**config.mk**
```make
export PLATFORM = sky130hd
export DESIGN_NAME = pc_sequencer
export DESIGN_NICKNAME = d
export VERILOG_FILES = /design/src/rtl/pc_sequencer.sv
export SDC_FILE = /design/constraint.sdc
export NUM_CORES = 1
export LEC_CHECK = 0
export BUFFER_PORTS_ARGS = -buffer_cell sky130_fd_sc_hd__buf_4
export CORE_MARGIN = 5
export CORE_UTILIZATION = 50
export CTS_CLUSTER_SIZE = 14
export DETAILED_ROUTE_END_ITERATION = 8
export GPL_TIMING_DRIVEN = 0
export HOLD_SLACK_MARGIN = 0.03
export PLACE_DENSITY = 0.78
export SLEW_MARGIN = 20
export SYNTH_ARGS = -nofsm -noshare
export SYNTH_HDL_FRONTEND = slang
export SYNTH_SLANG_ARGS = --single-unit
```
**constraint.sdc**
```tcl
create_clock -name clk -period 7.9 [get_ports clk]
set_input_delay 0.395 -clock clk [delete_from_list [all_inputs] [get_ports clk]]
set_output_delay 0.395 -clock clk [all_outputs]
set_load 0.03 [all_outputs]
```
**src/rtl/pc_sequencer.sv**
```systemverilog
// Program-counter front-end controller: next-PC selection, load-use stalls,
// branch/jump redirects (deferred across instruction-memory waits), event counters.
module pc_sequencer #(
  parameter int CNT_W = 16
) (
  input  logic             clk,
  input  logic             rst,
  input  logic [31:0]      pc_cur,
  input  logic [4:0]       id_rs1,
  input  logic [4:0]       id_rs2,
  input  logic             id_rs1_used,
  input  logic             id_rs2_used,
  input  logic [4:0]       ex_rd,
  input  logic             ex_memread,
  input  logic             ex_redirect,
  input  logic [31:0]      ex_target,
  input  logic             im_wait,
  output logic [31:0]      pc_next,
  output logic             pc_stall,
  output logic             ifid_stall,
  output logic             ifid_flush,
  output logic             idex_flush,
  output logic [CNT_W-1:0] stall_cnt,
  output logic [CNT_W-1:0] redir_cnt
);

  typedef enum logic [1:0] {RUN, HOLD, PEND} state_t;

  state_t      state;
  state_t      next_state;
  logic [31:0] pend_target;
  logic [31:0] aligned_target;
  logic [31:0] seq_pc;
  logic        hz;
  logic        run_eval;
  logic        freeze;
  logic        capture;
  logic        redir_inc;

  assign aligned_target = ex_target & 32'hFFFF_FFFC;
  assign seq_pc         = pc_cur + 32'd4;
  assign hz = ex_memread && (ex_rd != 5'd0) &&
              ((id_rs1_used && (id_rs1 == ex_rd)) || (id_rs2_used && (id_rs2 == ex_rd)));

  always_ff @(posedge clk or posedge rst) begin
    if (rst) begin
      state       <= RUN;
      pend_target <= 32'd0;
      stall_cnt   <= '0;
      redir_cnt   <= '0;
    end else begin
      state <= next_state;
      if (capture)
        pend_target <= aligned_target;
      if (pc_stall && (stall_cnt != '1))
        stall_cnt <= stall_cnt + CNT_W'(1);
      if (redir_inc && (redir_cnt != '1))
        redir_cnt <= redir_cnt + CNT_W'(1);
    end
  end

  // HOLD falls through to the RUN rules in the cycle the wait clears,
  // so a hazard in that same cycle still stalls.
  always_comb begin
    next_state = state;
    pc_next    = seq_pc;
    pc_stall   = 1'b0;
    ifid_stall = 1'b0;
    ifid_flush = 1'b0;
    idex_flush = 1'b0;
    run_eval   = 1'b0;
    freeze     = 1'b0;
    capture    = 1'b0;
    redir_inc  = 1'b0;

    unique case (state)
      RUN: run_eval = 1'b1;
      HOLD: begin
        if (ex_redirect) begin
          freeze     = 1'b1;
          capture    = 1'b1;
          next_state = PEND;
        end else if (im_wait) begin
          freeze = 1'b1;
        end else begin
          next_state = RUN;
          run_eval   = 1'b1;
        end
      end
      PEND: begin
        if (im_wait) begin
          freeze = 1'b1;
        end else begin
          pc_next    = pend_target;
          ifid_flush = 1'b1;
          idex_flush = 1'b1;
          redir_inc  = 1'b1;
          next_state = RUN;
        end
      end
      default: next_state = RUN;
    endcase

    if (run_eval) begin
      if (ex_redirect && im_wait) begin
        freeze     = 1'b1;
        capture    = 1'b1;
        next_state = PEND;
      end else if (ex_redirect) begin
        pc_next    = aligned_target;
        ifid_flush = 1'b1;
        idex_flush = 1'b1;
        redir_inc  = 1'b1;
      end else if (im_wait) begin
        freeze     = 1'b1;
        next_state = HOLD;
      end else if (hz) begin
        freeze = 1'b1;
      end
    end

    if (freeze) begin
      pc_next    = pc_cur;
      pc_stall   = 1'b1;
      ifid_stall = 1'b1;
      idex_flush = 1'b1;
    end

    // Reset flushes the pipeline and lets fetch run sequentially.
    if (rst) begin
      pc_next    = seq_pc;
      pc_stall   = 1'b0;
      ifid_stall = 1'b0;
      ifid_flush = 1'b1;
      idex_flush = 1'b1;
    end
  end

endmodule

```
==> run_results.csv <==
group,metric,value,unit
run_status,outcome,"complete, no violations",
yosys,syn_nets,686,
timing,hold_viol_final,0,
yosys,synth-edff-count,0,
critical_path,crit_required,7.51,ns
timing,tightest_slew,0.6777,ns
clocking,cts_sinks,64,
yosys,synth-seq-cells,64,
yosys,syn_area,0.005044,mm^2
power,p_per_area,274.9,mW/mm^2
yosys,yosysWarnings,0,
place,gp_congestion,0.9558,
place,postPlaceCellArea,0.006340,mm^2
hold_path,hold_class,"in2reg",
clocking,cts_inserted_buffers,9,
clocking,h-tree-depth,3,
critical_path,worstSetupPathType,"reg2out",
route,routed_wirelength,17100,um
die,rows,36,
global_route,track_usage,0.2728,
yosys,yosys-top-cells-count,"dfrtp_1 (64), nand2_1 (64), nand3_1 (51), xnor2_1 (42), nor2_1 (37)",
final_layout,nNetsFinal,843,
final_layout,diodes,0,
final_layout,nFillCells,861,
route,drc,0,
timing,setup_viol,0,
route,viasPerCell,6.090,
route,drt_iter0_markers,432,
clocking,clk_pin_slew,0.07,ns
yosys,yosysUniqueCellTypes,70,
final_layout,finalInstanceArea,0.006513,mm^2
timing,tns,0,ns
clocking,root_buffer,"clkbuf_8",
die,die_area,0.01220,mm^2
die,fp.coreArea,0.009819,mm^2
global_route,grt_pass1_vias,5280,
critical_path,cp_max_fo,10,
place,port-buffer-count,144,
timing,fmax,275.5,MHz
route,routedWlPerCell,19.30,um
yosys,synth_area_leaders,"dfrtp_1 (32%), xnor2_1 (7.3%), mux2_2 (6.9%)",
yosys,synthFlopType,"dfrtp_1",
global_route,overflow,0,
die,die_width,110.4,um
clocking,cts_max_path_buffers,2,
final_layout,synthToLayoutAreaGrowth,29.12,%
yosys,synth_area_leader_cell,"dfrtp_1",
die,pin_count,154,
critical_path,r2r_slack,5.19,ns
final_layout,drive_gt1_frac,0.2908,
timing,grt_setup_unrepaired,"false",
critical_path,start_kind,"register",
place,dp_hpwl,13230,um
clocking,clock_latency,0.33,ns
timing,fin_skew,0.007858,ns
yosys,yosysTopAreaCellShare,0.3175,
clocking,holdBufCountCts,0,
timing,finalCritPeriodShare,0.4594,
route,first_pass_iters,8,
timing,finalMaxSlewViolations,0,
yosys,synthArstFlopShare,1.000,
global_route,grt_pass1_wl,27460,um
clocking,cts_resized,0,
final_layout,fin_cells,886,
power,leakage,2.986,nW
yosys,ys_seq_area_frac,0.3175,
global_route,antenna_found_initial,0,
clocking,post_cts_buffers,0,
yosys,avgSynthCellArea,8.505,um^2
die,die_h,110.4,um
yosys,netlist_instances,593,
power,irDropWorstVdd,225.6,uV
final_layout,fin_util,0.6632,
route,ant_nets,0,
die,start_util,0.5136,
job,cap_violations,0,
clocking,tritoncts,"done",
timing,min_period,3.629,ns
global_route,grt_max_degree,33,
route,vias,5396,
place,dp.cells,872,
critical_path,critPathArrivalTime,3.23,ns
timing,relSlewSlack,0.5482,
power,power,1.790,mW
critical_path,critPathCaptureType,"primary output",
==> layout make-up <==
type                    instances  area [um^2]  share of cell area
multi-input cells             477         3207              0.4924
inverters                      15        56.30            0.008646
flip-flops and latches         64         1602              0.2459
plain buffers                  37        180.2             0.02767
well taps                     133        166.4             0.02555
clock buffers                  14        172.7             0.02651
repair buffers                146         1129              0.1733
==> worst paths after layout <==
kind | start | end | cells past startpoint
worst min-delay path | ex_target[28] | pend_target[28] | 2
worst min register to register | pend_target[24] | pend_target[24] | 1
max in group asynchronous | rst | pend_target[31] | 5
worst max register to register | state[0] | stall_cnt[13] | 9
min in group asynchronous | rst | pend_target[11] | 3
worst max-delay path | state[0] | pc_next[24] | 10
==> through the flow <==
step	hold WS, ns	setup slack (ns)
2_1_floorplan	0.4706	3.730
3_3_place_gp	0.4782	2.600
3_5_place_dp	0.4869	4.685
4_1_cts	0.2896	4.296
5_1_grt	0.2954	4.114
6_report	0.3045	4.271
==> critical path, cell delays in order, from the launching register on <==
cell	delay, ns
dfrtp_1	0.40
inv_1	0.11
ha_1	0.14
buf_2	0.19
a21oi_2	0.07
or4_1	0.52
o21ai_2	0.49
buf_4	0.31
a211oi_1	0.10
o31ai_1	0.33
buf_4	0.23
==> routing by layer <==
metal | global-route usage | up-vias | share of wire
li1 | - | 2498 | -
met1 | 0.3698 | 2604 | 0.43
met2 | 0.4288 | 268 | 0.46
met3 | 0.06565 | 26 | 0.092
met4 | 0.08867 | 0 | 0.017
met5 | 0 | - | 0
==> layout by cell type, fill, tap and decap left out, types with 3 or more instances in the layout <==
| cell type | netlist | routed |
|---|---|---|
| or3_1 | 15 | 15 |
| o211a_1 | 3 | 3 |
| nand3b_1 | 3 | 3 |
| clkbuf_8 | 0 | 12 |
| a21o_1 | 4 | 4 |
| o22ai_1 | 4 | 4 |
| xnor2_1 | 42 | 42 |
| xor2_1 | 6 | 6 |
| o211ai_1 | 5 | 5 |
| ha_1 | 7 | 7 |
| a31oi_1 | 8 | 8 |
| a211oi_1 | 10 | 10 |
| nor2b_1 | 3 | 3 |
| inv_1 | 13 | 13 |
| o31a_1 | 4 | 4 |
| and4_1 | 7 | 7 |
| nand4_1 | 17 | 17 |
| o21ai_0 | 18 | 18 |
| and2_1 | 3 | 3 |
| buf_4 | 4 | 148 |
| mux2_2 | 31 | 31 |
| o31ai_1 | 7 | 7 |
| buf_2 | 8 | 9 |
| o21ai_1 | 6 | 6 |
| nand3_1 | 51 | 51 |
| nor2_1 | 37 | 37 |
| mux2i_1 | 17 | 17 |
| dfrtp_1 | 64 | 64 |
| nand2_1 | 64 | 64 |
| clkbuf_1 | 22 | 24 |
| nor3_1 | 14 | 14 |
| and3_1 | 23 | 23 |
| a21oi_1 | 22 | 22 |
==> sequential cells by signal, indices dropped and copies added (netlist names) <==
name         flops
stall_cnt       16
state            2
redir_cnt       16
pend_target     30
==> power breakdown <==
part           total [mW]  leakage, nW  switching, mW  internal, mW
logic                1.03         2.09          0.617         0.409
registers           0.513        0.809         0.0757         0.437
clock network       0.252       0.0886          0.116         0.137
total                1.79         2.99          0.808         0.982
==> cell families (layout without fill, tap and decap cells) <==
| family | count (synthesis) | count (layout) | synth area share |
|---|---|---|---|
| multiplexers | 49 | 49 | 0.1052 |
| AND/OR/NAND/NOR | 254 | 254 | 0.2632 |
| flip-flops | 64 | 64 | 0.3175 |
| AO/OA/AOI/OAI | 119 | 119 | 0.1667 |
| XOR/XNOR | 48 | 48 | 0.08335 |
| adder cells (fa/ha/maj) | 7 | 7 | 0.01736 |
| buffers and inverters | 52 | 212 | 0.04664 |
(Power assumes the default switching activity.)
